$ cat config.mk
export PLATFORM = sky130hd
export DESIGN_NAME = kb_event_scheduler
export DESIGN_NICKNAME = d
export VERILOG_FILES = /design/src/rtl/kb_event_scheduler.sv
export SDC_FILE = /design/constraint.sdc
export NUM_CORES = 1
export LEC_CHECK = 0
export CAP_MARGIN = 10
export CORE_MARGIN = 2
export CORE_UTILIZATION = 50
export CTS_CLUSTER_SIZE = 12
export DETAILED_ROUTE_END_ITERATION = 10
export PLACE_DENSITY = 0.71
export SETUP_SLACK_MARGIN = 0.2
export SLEW_MARGIN = 5
export SYNTH_ARGS = -nofsm -noshare
export SYNTH_HDL_FRONTEND = slang
export SYNTH_SLANG_ARGS = --single-unit
$ cat constraint.sdc
create_clock -name clk -period 4.6 [get_ports clk]
set_clock_uncertainty 0.2 [all_clocks]
set_input_delay 1.38 -clock clk [delete_from_list [all_inputs] [get_ports clk]]
set_output_delay 1.38 -clock clk [all_outputs]
set_load 0.01 [all_outputs]
$ cat src/rtl/kb_event_scheduler.sv
// PS/2 scan-code front end: detects byte strobes from the receiver and parses
// E0/F0 prefixes into {brk, ext, code} events, which are queued in a FWFT FIFO.
module kb_event_scheduler #(
    parameter int DEPTH = 4
) (
    input  logic                     clk,
    input  logic                     rst_n,
    input  logic [7:0]               kb_data,
    input  logic                     kb_valid,
    input  logic                     rd_en,
    input  logic                     clr_ovf,
    output logic [9:0]               evt_data,
    output logic                     evt_valid,
    output logic [$clog2(DEPTH):0]   evt_count,
    output logic                     full,
    output logic                     overflow,
    output logic                     proto_err
);

    localparam int AW = $clog2(DEPTH);
    localparam int CW = AW + 1;

    typedef enum logic [1:0] {
        P_IDLE,
        P_EXT,
        P_BRK,
        P_EXT_BRK
    } parser_state_t;

    logic          sync1_reg;
    logic          sync2_reg;
    logic          prev_reg;
    logic [1:0]    prime_reg;
    logic          arm_reg;
    parser_state_t state_reg;
    logic [AW-1:0] wr_ptr_reg;
    logic [AW-1:0] rd_ptr_reg;
    logic [CW-1:0] count_reg;
    logic          overflow_reg;
    logic          proto_err_reg;
    logic [9:0]    mem [DEPTH];

    logic          strobe;
    logic          is_ext;
    logic          is_brk;
    logic          is_pause;
    logic          is_err;
    logic          is_code;
    logic          push_req;
    logic [9:0]    push_evt;
    logic          pop;
    logic          full_w;
    logic          accept;
    logic          drop;

    // Synchronizer chain. The strobe is only armed once a genuine low level
    // has been seen after reset, so a kb_valid held high through reset is ignored.
    always_ff @(posedge clk or negedge rst_n) begin
        if (!rst_n) begin
            sync1_reg <= 1'b0;
            sync2_reg <= 1'b0;
            prev_reg  <= 1'b0;
            prime_reg <= 2'b00;
            arm_reg   <= 1'b0;
        end else begin
            sync1_reg <= kb_valid;
            sync2_reg <= sync1_reg;
            prev_reg  <= sync2_reg;
            prime_reg <= {prime_reg[0], 1'b1};
            arm_reg   <= arm_reg | (prime_reg[1] & ~sync2_reg);
        end
    end

    assign strobe   = sync2_reg & ~prev_reg & arm_reg;

    assign is_ext   = (kb_data == 8'hE0);
    assign is_brk   = (kb_data == 8'hF0);
    assign is_pause = (kb_data == 8'hE1);
    assign is_err   = (kb_data == 8'h00) || (kb_data == 8'hFF);
    assign is_code  = ~(is_ext | is_brk | is_pause | is_err);

    assign push_req = strobe & is_code;
    assign push_evt = {(state_reg == P_BRK) || (state_reg == P_EXT_BRK),
                       (state_reg == P_EXT) || (state_reg == P_EXT_BRK),
                       kb_data};

    always_ff @(posedge clk or negedge rst_n) begin
        if (!rst_n) begin
            state_reg <= P_IDLE;
        end else if (strobe) begin
            if (is_ext) begin
                state_reg <= P_EXT;
            end else if (is_brk) begin
                case (state_reg)
                    P_IDLE:  state_reg <= P_BRK;
                    P_EXT:   state_reg <= P_EXT_BRK;
                    default: state_reg <= state_reg;
                endcase
            end else begin
                state_reg <= P_IDLE;
            end
        end
    end

    // A pop frees a slot in the same cycle, so push-while-full succeeds with a pop.
    assign full_w = (count_reg == CW'(DEPTH));
    assign pop    = rd_en & (count_reg != '0);
    assign accept = push_req & (~full_w | pop);
    assign drop   = push_req & full_w & ~pop;

    always_ff @(posedge clk or negedge rst_n) begin
        if (!rst_n) begin
            wr_ptr_reg    <= '0;
            rd_ptr_reg    <= '0;
            count_reg     <= '0;
            overflow_reg  <= 1'b0;
            proto_err_reg <= 1'b0;
        end else begin
            if (accept) begin
                wr_ptr_reg <= wr_ptr_reg + AW'(1);
            end
            if (pop) begin
                rd_ptr_reg <= rd_ptr_reg + AW'(1);
            end
            case ({accept, pop})
                2'b10:   count_reg <= count_reg + CW'(1);
                2'b01:   count_reg <= count_reg - CW'(1);
                default: count_reg <= count_reg;
            endcase
            overflow_reg  <= drop | (overflow_reg & ~clr_ovf);
            proto_err_reg <= (strobe & is_err) | (proto_err_reg & ~clr_ovf);
        end
    end

    always_ff @(posedge clk) begin
        if (accept) begin
            mem[wr_ptr_reg] <= push_evt;
        end
    end

    assign evt_data  = mem[rd_ptr_reg];
    assign evt_valid = (count_reg != '0);
    assign evt_count = count_reg;
    assign full      = full_w;
    assign overflow  = overflow_reg;
    assign proto_err = proto_err_reg;

endmodule

=== Yosys cells after proc, flatten, opt, wreduce, memory -nomap -nowiden ===
Memories as Yosys holds them, arrays and structs flattened.
Index checks and enable logic that the tools add are counted.

* Add/subtract/negate cells: 4
* Eq/ne operators: 11
* Mux-type cells: 6
* Bitwise operators: 24
* Reduce and logical (&&, ||, !) cells: 8

{| class="wikitable"
|+ Operators with widths
! kind !! number
|-
| == test 8 bit (second input constant) || 4
|-
| AND 1 bit || 11
|-
| logical NOT 8 bit || 1
|-
| bitwise OR 1 bit || 7
|-
| == test 2 bit (second input constant) || 3
|-
| NOT 1 bit || 6
|-
| case mux 3 bit (2 select lines) || 1
|-
| adder 2 x 1 -> 2 bit (second input constant) || 2
|-
| == test 2 x 1 -> 1 bit (second input constant) || 2
|-
| 2-to-1 mux 2 bit || 2
|-
| != test 4 x 2 -> 1 bit (second input constant) || 1
|-
| case mux 2 bit (2 select lines) || 1
|-
| adder 3 x 1 -> 3 bit (second input constant) || 1
|-
| == test 3 bit (second input constant) || 1
|-
| logical OR 1 bit || 3
|-
| nonzero test 3 bit || 1
|-
| subtractor 3 x 1 -> 3 bit (second input constant) || 1
|-
| logical NOT 2 bit || 1
|-
| 2-to-1 mux 1 bit || 2
|-
| AND reduction 2 bit || 1
|-
| nonzero test 2 bit || 1
|}

* Register bits: 17
* Memory bits (writable): 40
* Output and inout port bits: 17
* Logic and storage cells: 65
* Memories kept: 1

{| class="wikitable"
|+ Memory list
! name !! depth !! bits a word !! rd ports !! clocked after memory_dff !! write ports !! RTL line !! source
|-
| mem || 4 || 10 || 1 || 0 || 1 || 41 || <nowiki>logic [9:0] mem [DEPTH];</nowiki>
|}

=== Longest topological paths before layout ===
* Depth after elaboration: 9
* Mapped depth: 8
* Gate-level depth less buffers: 8

=== Least setup slack after synthesis ===
OpenSTA, ideal clock, no wires.

* Kind: input port to flip-flop
* From: in kb_data[0]
* To: reg count_reg[1] (netlist: evt_count[1])
* Library setup time: 125 ps
* Arrival time: 3046 ps
* Setup slack: 1229 ps
* Stages: 5
* Buffers on the path: 0
* Path through: or4_4 > o21a_4 > a31oi_4 > fa_1 > mux2_4

* Word-level cells in the longest chain between the ends: 9
* Elaborated cells between the ends (all ways): 16

{| class="wikitable"
|+ Ends and longest elaborated chain
! what !! RTL line !! source
|-
| start, declared || 8 || <nowiki>input logic [7:0] kb_data,</nowiki>
|-
| == test 8 bit (on tied branches) || 76, 77 ||
|-
| bitwise OR 1 bit (2 in a row) || 80 || <nowiki>assign is_code = ~(is_ext | is_brk | is_pause | is_err);</nowiki>
|-
| bitwise OR 1 bit (*) || 80 ||
|-
| NOT 1 bit (*) || 80 ||
|-
| AND 1 bit (*) || 82 || <nowiki>assign push_req = strobe & is_code;</nowiki>
|-
| AND 1 bit (*) || 108 || <nowiki>assign accept = push_req & (~full_w | pop);</nowiki>
|-
| == test 2 x 1 -> 1 bit or == test 2 bit (tied branches) || 125 || <nowiki>case ({accept, pop})</nowiki>
|-
| case mux 3 bit (2 select lines) or nonzero test 2 bit (tied branches) || - ||
|-
| end signal, assigned || 126 || <nowiki>2'b10: count_reg <= count_reg + CW'(1);</nowiki>
|-
| end signal, assigned || 127 || <nowiki>2'b01: count_reg <= count_reg - CW'(1);</nowiki>
|-
| end signal, assigned || 128 || <nowiki>default: count_reg <= count_reg;</nowiki>
|-
| end, declared || 38 || <nowiki>logic [CW-1:0] count_reg;</nowiki>
|}

Every way passes the cells marked *; elsewhere a longest branch is shown, timed or not.
A chain may end at the register's enable or synchronous reset.

=== Worst setup path after layout ===
* From: reg rd_ptr_reg[0]
* To: out evt_data[2]

* Word-level cells in the longest chain between the ends: 1

{| class="wikitable"
|+ Ends and longest elaborated chain
! what !! RTL line !! source
|-
| start, declared || 37 || <nowiki>logic [AW-1:0] rd_ptr_reg;</nowiki>
|-
| start signal, assigned || 123 || <nowiki>rd_ptr_reg <= rd_ptr_reg + AW'(1);</nowiki>
|-
| memory read (4 x 10 bit) || - ||
|-
| end, declared || 12 || <nowiki>output logic [9:0] evt_data,</nowiki>
|}

No other way between the ends.

==> impl_metrics.py <==
metrics = {
    "setup_path": {
        "arrival_ns": 2.26,
        "crit_path_max_fanout": 12,
        "required_ns": 3.02,
        "critPathTopFamily": "flip-flops",
        "crit_chain": "mux4_2 -> clkdlybuf4s50_1",
        "slowest_stage": "dfrtp_1",
        "slowest_delay_ns": 0.84,
        "crit_type": "reg2out",
        "crit_buf_inv": 1,
        "endpoint_kind": "output pin",
        "worst_setup_path_start_kind": "register",
    },
    "logic_synthesis": {
        "yosys_most_used_dff": "edfxtp_1",
        "synth_top_family_by_area": "multiplexers",
        "synth_compound_area_share_pct": 5.69,
        "synth_area_um2": 2330,
        "synthAdderAreaFrac_pct": 3.01,
        "yosys-top-cells-area": "edfxtp_1 (52%), dfrtp_1 (18%), mux4_2 (9.7%)",
        "syn_nets": 148,
        "synth-xor-area-share_pct": 1.88,
        "ys_warn_count": 0,
        "yosysMostFrequentCell": "edfxtp_1",
        "yosysSeqAreaShare_pct": 69.8,
        "synth_cell_types": 37,
        "netlist_instances": 130,
        "yosys-top-cells-count": "edfxtp_1 (40), dfrtp_1 (17), mux4_2 (10)",
        "ys_ff_latch": 57,
        "async_reset_ff_share_pct": 29.8,
        "synth_top_cell_by_area": "edfxtp_1",
        "avgSynthCellArea_um2": 17.9,
        "synth_edf_count": 40,
        "synth_top_area_share_pct": 51.6,
        "synth.area.mux_share_pct": 10.3,
        "synth-simple-area-share_pct": 7.63,
    },
    "timing": {
        "rsz0062_at_grt": "false",
        "finalCriticalPeriod_ns": 3.84,
        "fmax_mhz": 261,
        "tightest_slew_ns": 0.766,
        "setup_viol": 0,
        "maxSlewHeadroom_pct": 48.9,
        "hold_viol_final": 0,
        "setup_slack_ns": 0.761,
        "whs_ns": 0.158,
        "post-route-period-util_pct": 83.4,
        "timing.setup.tns_ns": 0,
        "drv_slew": 0,
    },
    "detailed_routing": {
        "firstDrtPassIters": 4,
        "wl_per_cell_um": 18.4,
        "num_vias": 1271,
        "via_per_inst": 5.70,
        "drcViolationCount": 0,
        "drtAntennaViolNets": 0,
        "drtIter0Drc": 92,
        "wirelength_um": 4110,
    },
    "grt": {
        "grt_pass1_wl_um": 6350,
        "antenna_found_initial": 0,
        "grt_start_max_net_pins": 18,
        "grt_pass1_vias": 1226,
        "overflow": 0,
        "grt_usage_pct": 17.5,
    },
    "floorplanning": {
        "die_area_um2": 5220,
        "core_region_area_um2": 4410,
        "rows": 24,
        "fp.dieW_um": 72.3,
        "initial_core_util_pct": 52.8,
        "die_h_um": 72.3,
        "io_pins": 30,
    },
    "clock_tree": {
        "cts_made_buffers": 9,
        "post_cts_buffers": 0,
        "cts_resized": 0,
        "clk_pin_slew_ns": 0.06,
        "hold_buffers": 0,
        "root_buffer": "clkbuf_8",
        "cts_tree": "built",
        "clock_latency_ns": 0.33,
        "cts_buffer_depth": 2,
        "cts_sinks": 57,
        "ctsHtreeMaxLevel": 3,
    },
    "placement": {
        "placed_area_um2": 2670,
        "place_hpwl_um": 2650,
        "place_ws_ns": 0.602,
        "dpl.cell_count": 207,
        "gp_congestion": 0.773,
        "portBuffers": 29,
    },
    "cells_and_area": {
        "design_area_um2": 2850,
        "num_antenna_cells": 0,
        "syn_to_final_growth_pct": 22.5,
        "finalNonFillerCells": 223,
        "fin_util_pct": 64.7,
        "drive_gt1_share_pct": 21.6,
        "largest_register_ffs": 40,
        "final_nets": 184,
        "regMostFlops": "mem",
    },
    "pwr": {
        "peakVddDrop_uv": 363,
        "powerDensity_nw_per_um2": 559,
        "p_leak_nw": 1.03,
        "finalPower_mw": 1.60,
    },
    "outcome": {
        "status": "finished clean",
    },
    "run": {
        "maxCapViolCount": 0,
    },
    "hold_path": {
        "hold_path.class": "reg2reg",
    },
}
==> where the power goes <==
part	total (mW)	switching [mW]	leakage [nW]	internal [mW]
clock	0.437	0.193	0.0962	0.244
combinational	0.441	0.165	0.370	0.276
sequential	0.718	0.0943	0.568	0.623
total	1.60	0.453	1.03	1.14
==> worst reg2reg max path: stages, from the launching register on <==
cell and delay [ns]:
dfrtp_1 0.45, or4b_2 0.72, o211ai_1 0.14, a21oi_2 0.12, and2_1 0.38
==> area by class of cell <==
type / count / area [um^2]
clock buffer: 9 / 124
multi-input combinational: 64 / 668
inverter: 5 / 18.8
fill: 313 / 1560
clock inverter: 7 / 61.3
tap: 52 / 65.1
sequential: 57 / 1630
timing repair buffer: 29 / 290
==> final timing paths <==
check                         startpoint             to  slack (ns)  cells after the start
hold / removal              prime_reg[0]   prime_reg[1]        0.16                      0
max in group asynchronous          rst_n      sync2_reg        2.46                      1
min in group asynchronous          rst_n  rd_ptr_reg[0]        1.28                      1
setup reg to reg            evt_count[1]      mem[2][9]        2.26                      4
hold reg to reg             prime_reg[0]   prime_reg[1]        0.16                      0
setup / recovery           rd_ptr_reg[0]    evt_data[2]        0.76                      2
==> per-layer routing <==
metal,GRT usage [%],up-vias,share of wire (%)
met2,27.5,39,50
met5,0,-,0
met1,21.4,645,43
met4,6.92,0,1.8
met3,7.78,9,5.6
li1,-,578,-
==> cells in the final DEF, fill, tap and decap left out, drive strengths merged, types with 2 or more instances in the layout <==
master         instances
edfxtp                40
clkdlybuf4s50         29
dfrtp                 17
mux4                  10
clkbuf                 9
inv                    5
nand2                  5
clkinv                 5
and2                   4
xnor2                  4
ha                     4
o21ai                  3
a21oi                  3
nand4                  2
and3                   2
or4                    2
a21o                   2
a22o                   2
nor2                   2
nand3                  2
==> cells by family (layout without fill, tap and decap cells) <==
logic type      count (synthesis)  in the layout
simple gates                   27             27
buf+inv                         9             50
compound gates                 15             15
other cells                     1              1
mux                            11             11
fa+ha+maj                       5              5
flops                          57             57
xor+xnor                        5              5
(Power assumes the default switching activity.)
==> patch 1 (same settings) <==
The parameter `DEPTH` goes from 4 to 8.
--- a/src/rtl/kb_event_scheduler.sv
+++ b/src/rtl/kb_event_scheduler.sv
@@ -1,7 +1,7 @@
 // PS/2 scan-code front end: detects byte strobes from the receiver and parses
 // E0/F0 prefixes into {brk, ext, code} events, which are queued in a FWFT FIFO.
 module kb_event_scheduler #(
-    parameter int DEPTH = 4
+    parameter int DEPTH = 8
 ) (
     input  logic                     clk,
     input  logic                     rst_n,
Interface: changed (resized evt_count); port bits go from 30 to 31. The function was not compared with the original's and may differ.
==> patch 1 against the original RTL <==
- critical path type is now in2reg
- total power increased by 64%
- setup slack got worse by 0.25 ns
- critical path depth increased by 8
- final area increased by 69%
- synthesized area increased by 75%
- synthesized cell count increased by 71%
- sequential cell count increased by 43
- routed wire length increased by 84%
==> patch 1: results (changes against the original RTL) <==
Parameter                              Value

STA
  Worst relative slew slack    0.371 (-0.118)

Layout
  Max FFs per register    80 (+100%)
  Register share of the cell area    0.602 (+0.0325)
  Final non-clock buffer share    0.0950 (-0.00667)
  Clock Buffer Count    10 (+1)
  Number of multi-input combinational cells    107 (+67%)
  Number of signal-net buffers in the layout    51 (+76%)
  Area of the multi-input gates    1130 sq um (+69%)

Worst setup path
  Reg2Reg Setup Slack    1.70 ns (-0.56 ns)
  Crit Path Class    in2reg
  Family with the most delay on the worst path    compound AO/OA/AOI/OAI gates
  Cell count of the worst reg-to-reg path    10 (+6)
  Crit path from    kb_data[4]

Status
  Result of the run    finished clean

Detailed routing
  First DRT Iteration DRCs    84 (-8.7%)
  Via count    2146 (+69%)

Power
  Power Density    542 nW/um^2 (-3.1%)
  Clock network fraction of total power    0.190 (-0.084)
  Worst VDD drop    0.255 mV (-30%)
  Net switching fraction of the power    0.304 (+0.0203)

Synthesis
  Mapped Nets    240 (+62%)
  Fraction of synthesized area in multiplexers    0.157 (+0.0536)
  Arithmetic-cell share of the synthesized area counting full adders, half adders and majority gates    0.0171 (-0.0129)
  Share of async-settable or async-resettable flops after synthesis    0.200 (-0.0982)
  Sequential cell area fraction in the yosys report    0.710 (+0.0120)

Global route
  Wire length of the first global-routing pass    12000 microns (+89%)
  Number of global-route vias before repair    2273 (+85%)

Place
  Placed Area    4640 sq um (+74%)
  Placed Instances    366 (+77%)

Clocking
  Worst-skew pair later-pin latency    0.35 ns (+0.02 ns)
[patch 1: cell count changes after synthesis, moves of 4 or more]
cell | before | now
sky130_fd_sc_hd__edfxtp_1 | 40 | 80
sky130_fd_sc_hd__nor3_1 | 1 | 6
sky130_fd_sc_hd__mux2_2 | 0 | 11
sky130_fd_sc_hd__mux2i_1 | 0 | 4
sky130_fd_sc_hd__nor2b_1 | 0 | 4
sky130_fd_sc_hd__mux4_2 | 10 | 20
sky130_fd_sc_hd__nor2_1 | 2 | 6
[patch 1: layer usage]
layer / routed length, microns / vias up / GRT usage / share of wire
li1: - / 981 / - / -
met1: 3390 / 1106 / 0.262 / 0.45
met2: 3740 / 49 / 0.299 / 0.49
met3: 318 / 10 / 0.0375 / 0.042
met4: 133 / 0 / 0.0700 / 0.018
met5: 0 / - / 0 / 0
==> patch 2 (same flow settings) <==
Without the edit above. Re-encode `parser_state_t` (4 states) as one-hot, 4 bits wide.
--- a/src/rtl/kb_event_scheduler.sv
+++ b/src/rtl/kb_event_scheduler.sv
@@ -20,11 +20,11 @@
     localparam int AW = $clog2(DEPTH);
     localparam int CW = AW + 1;
 
-    typedef enum logic [1:0] {
-        P_IDLE,
-        P_EXT,
-        P_BRK,
-        P_EXT_BRK
+    typedef enum logic [3:0] {
+        P_IDLE    = 4'b0001,
+        P_EXT     = 4'b0010,
+        P_BRK     = 4'b0100,
+        P_EXT_BRK = 4'b1000
     } parser_state_t;
 
     logic          sync1_reg;
Check against the original RTL: same outputs for any inputs over 10 cycles, from zero or initial values and one cycle with rst_n low; not proved beyond that.
==> patch 2 against the original RTL <==
- combinational power increased by 3%
- largest cell class unchanged
- final area grew 5.0%
- setup slack better by 0.033 ns
- sequential cell count grew 2
- synthesized area grew 5.3%
- routed wire length is 0.19% higher
- total power increased by 2.3%
==> patch 2: results (changes against the original RTL) <==
Parameter                              Value

Clocking
  Cell chosen for the clock root    sky130_fd_sc_hd__clkbuf_8
  Level count of the clock H-tree    3 (unchanged)
  Number of setup buffers added after CTS    0 (unchanged)
  Quantity of gates resized following cts    0 (unchanged)
  Maximum clock path buffer count    2 (unchanged)
  Worst-skew pair later-pin latency    0.33 ns (about the same)
  Clock slew at the register clock pins of the worst setup and hold paths    0.06 ns (about the same)
  Total clock buffers created by CTS    9 (unchanged)

Synthesis
  List of most frequent post-synthesis cells    sky130_fd_sc_hd__edfxtp_1 (40), sky130_fd_sc_hd__dfrtp_1 (18), sky130_fd_sc_hd__mux4_2 (10)
  Share of async-settable or async-resettable flops after synthesis    0.322 (+0.0238)
  Number of enable-type register cells in the synthesized netlist    40 (unchanged)
  Synth unique cells    40 (+8.1%)
  Top cells by area in the synthesized netlist    sky130_fd_sc_hd__edfxtp_1 (49%), sky130_fd_sc_hd__dfrtp_1 (18%), sky130_fd_sc_hd__mux4_2 (9.2%), sky130_fd_sc_hd__xnor2_1 (2.5%), sky130_fd_sc_hd__ha_1 (2.0%)
  Warnings from Yosys    0 (unchanged)
  Sequential cell area fraction in the yosys report    0.684 (-0.0143)
  Mapped Nets    165 (+11%)
  Most common cell in the netlist    sky130_fd_sc_hd__edfxtp_1

Global route
  Wire length of the first global-routing pass    6700 microns (+5.4%)
  Total routing usage reported by global routing    0.175 (+0.000251)
  Number of global-route vias before repair    1382 (+13%)
  Number of antenna violations at the first check in global routing    0 (unchanged)
  Largest net degree at the start of global routing    20 (+2)

Worst setup path
  Family with the most delay on the worst path    flip-flops
  Reg2Reg Setup Slack    2.22 ns (-0.04 ns)
  Worst endpoint required time    3.02 ns (about the same)
  Largest stage delay, worst path    0.81 ns (-0.03 ns)
  Maximum fanout encountered on the critical timing path    12 (unchanged)
  Critical Path Slowest Stage Cell    sky130_fd_sc_hd__dfrtp_1

Layout
  Max FFs per register    40 (unchanged)
  Net count reported at finish    202 (+9.8%)
  Antenna diode instance count    0 (unchanged)
  Layout cell share with drive strength beyond 1    0.153 (-0.0629)
  Number of filler cells placed in the layout    342 (+9.3%)

Status
  Result of the run    finished clean

Place
  RePlAce Congestion    0.896 (+16%)
  PortBufs    29 (unchanged)
  HPWL reported at the end of detailed placement    2860 microns (+7.9%)

STA
  Worst relative slew slack    0.434 (-0.0545)

Power
  Worst VDD drop    0.328 mV (-9.5%)
  Static leakage    1.05 nW (+1.1%)

Detailed routing
  Detailed-routing iteration count for the pre-antenna-repair pass    4 (unchanged)
  Final wirelength    4120 microns (+0.19%)
  First DRT Iteration DRCs    112 (+22%)
  Via count    1342 (+5.6%)

Worst hold path
  Class of the tightest hold or removal check    reg2reg
patch 2: path summary, 6_finish.rpt:
path,start,endpoint,depth (start not counted)
worst max register to register,prev_reg$_DFF_PN0_,evt_count[2]$_DFFE_PN0P_,8
min in group asynchronous,rst_n,state_reg[1]$_DFFE_PN0P_,1
worst max-delay path,rd_ptr_reg[0]$_DFFE_PN0P_,evt_data[4],2
max in group asynchronous,rst_n,prev_reg$_DFF_PN0_,1
worst min register to register,prime_reg[0]$_DFF_PN0_,prime_reg[1]$_DFF_PN0_,0
worst min-delay path,prime_reg[0]$_DFF_PN0_,prime_reg[1]$_DFF_PN0_,0
patch 2: where the power goes:
group	switching, mW	total [mW]	leakage [nW]	internal (mW)
sequential	0.103	0.749	0.592	0.646
clock	0.187	0.429	0.0915	0.242
combinational	0.176	0.454	0.363	0.278
patch 2: routing by layer:
layer  routed length [microns]  track usage  up-vias
met3                       145       0.0583        8
met2                      2010        0.266       34
met1                      1870        0.228      661
met4                        84       0.0909        0
met5                         0            0        -
li1                          -            -      639
patch 2: cells by family after synthesis:
family,count (synthesis),share of synthesized area
AO/OA/AOI/OAI,22,0.0785
XOR/XNOR,7,0.0250
adder cells (fa/ha/maj),5,0.0286
buffers and inverters,8,0.0127
flip-flops,59,0.684
multiplexers,11,0.0964
other,1,0.00153
AND/OR/NAND/NOR,34,0.0734
patch 2: cell type report:
cell class,instances,area (sq um),area share
inverters,5,18.8,0.00626
flip-flops and latches,59,1680,0.560
multi-input cells,80,744,0.248
repair buffers,29,290,0.0968
clock buffers,9,124,0.0413
clock inverters,7,58.8,0.0196
well taps,67,83.8,0.0280
patch 2: per-stage QoR:
stage	instance area, sq um	util	std cells	hold WS, ns	setup WS, ns
after floorplan	2450	-	147	0.131	1.41
after global placement	2820	0.596	240	0.132	0.729
after detailed placement	2820	0.596	240	0.135	0.627
after CTS	3000	0.635	256	0.148	0.721
after global routing	3000	0.635	256	0.163	0.640
final	3000	0.635	256	0.147	0.794
patch 2: worst register-to-register path: stages (launching register included):
cell                        delay, ns
sky130_fd_sc_hd__dfrtp_1         0.38
sky130_fd_sc_hd__nand3b_1        0.27
sky130_fd_sc_hd__a21oi_1         0.39
sky130_fd_sc_hd__o2bb2ai_2       0.16
sky130_fd_sc_hd__fa_1            0.38
sky130_fd_sc_hd__inv_1           0.08
sky130_fd_sc_hd__nor3_1          0.06
sky130_fd_sc_hd__a32oi_1         0.25
sky130_fd_sc_hd__xnor2_1         0.15
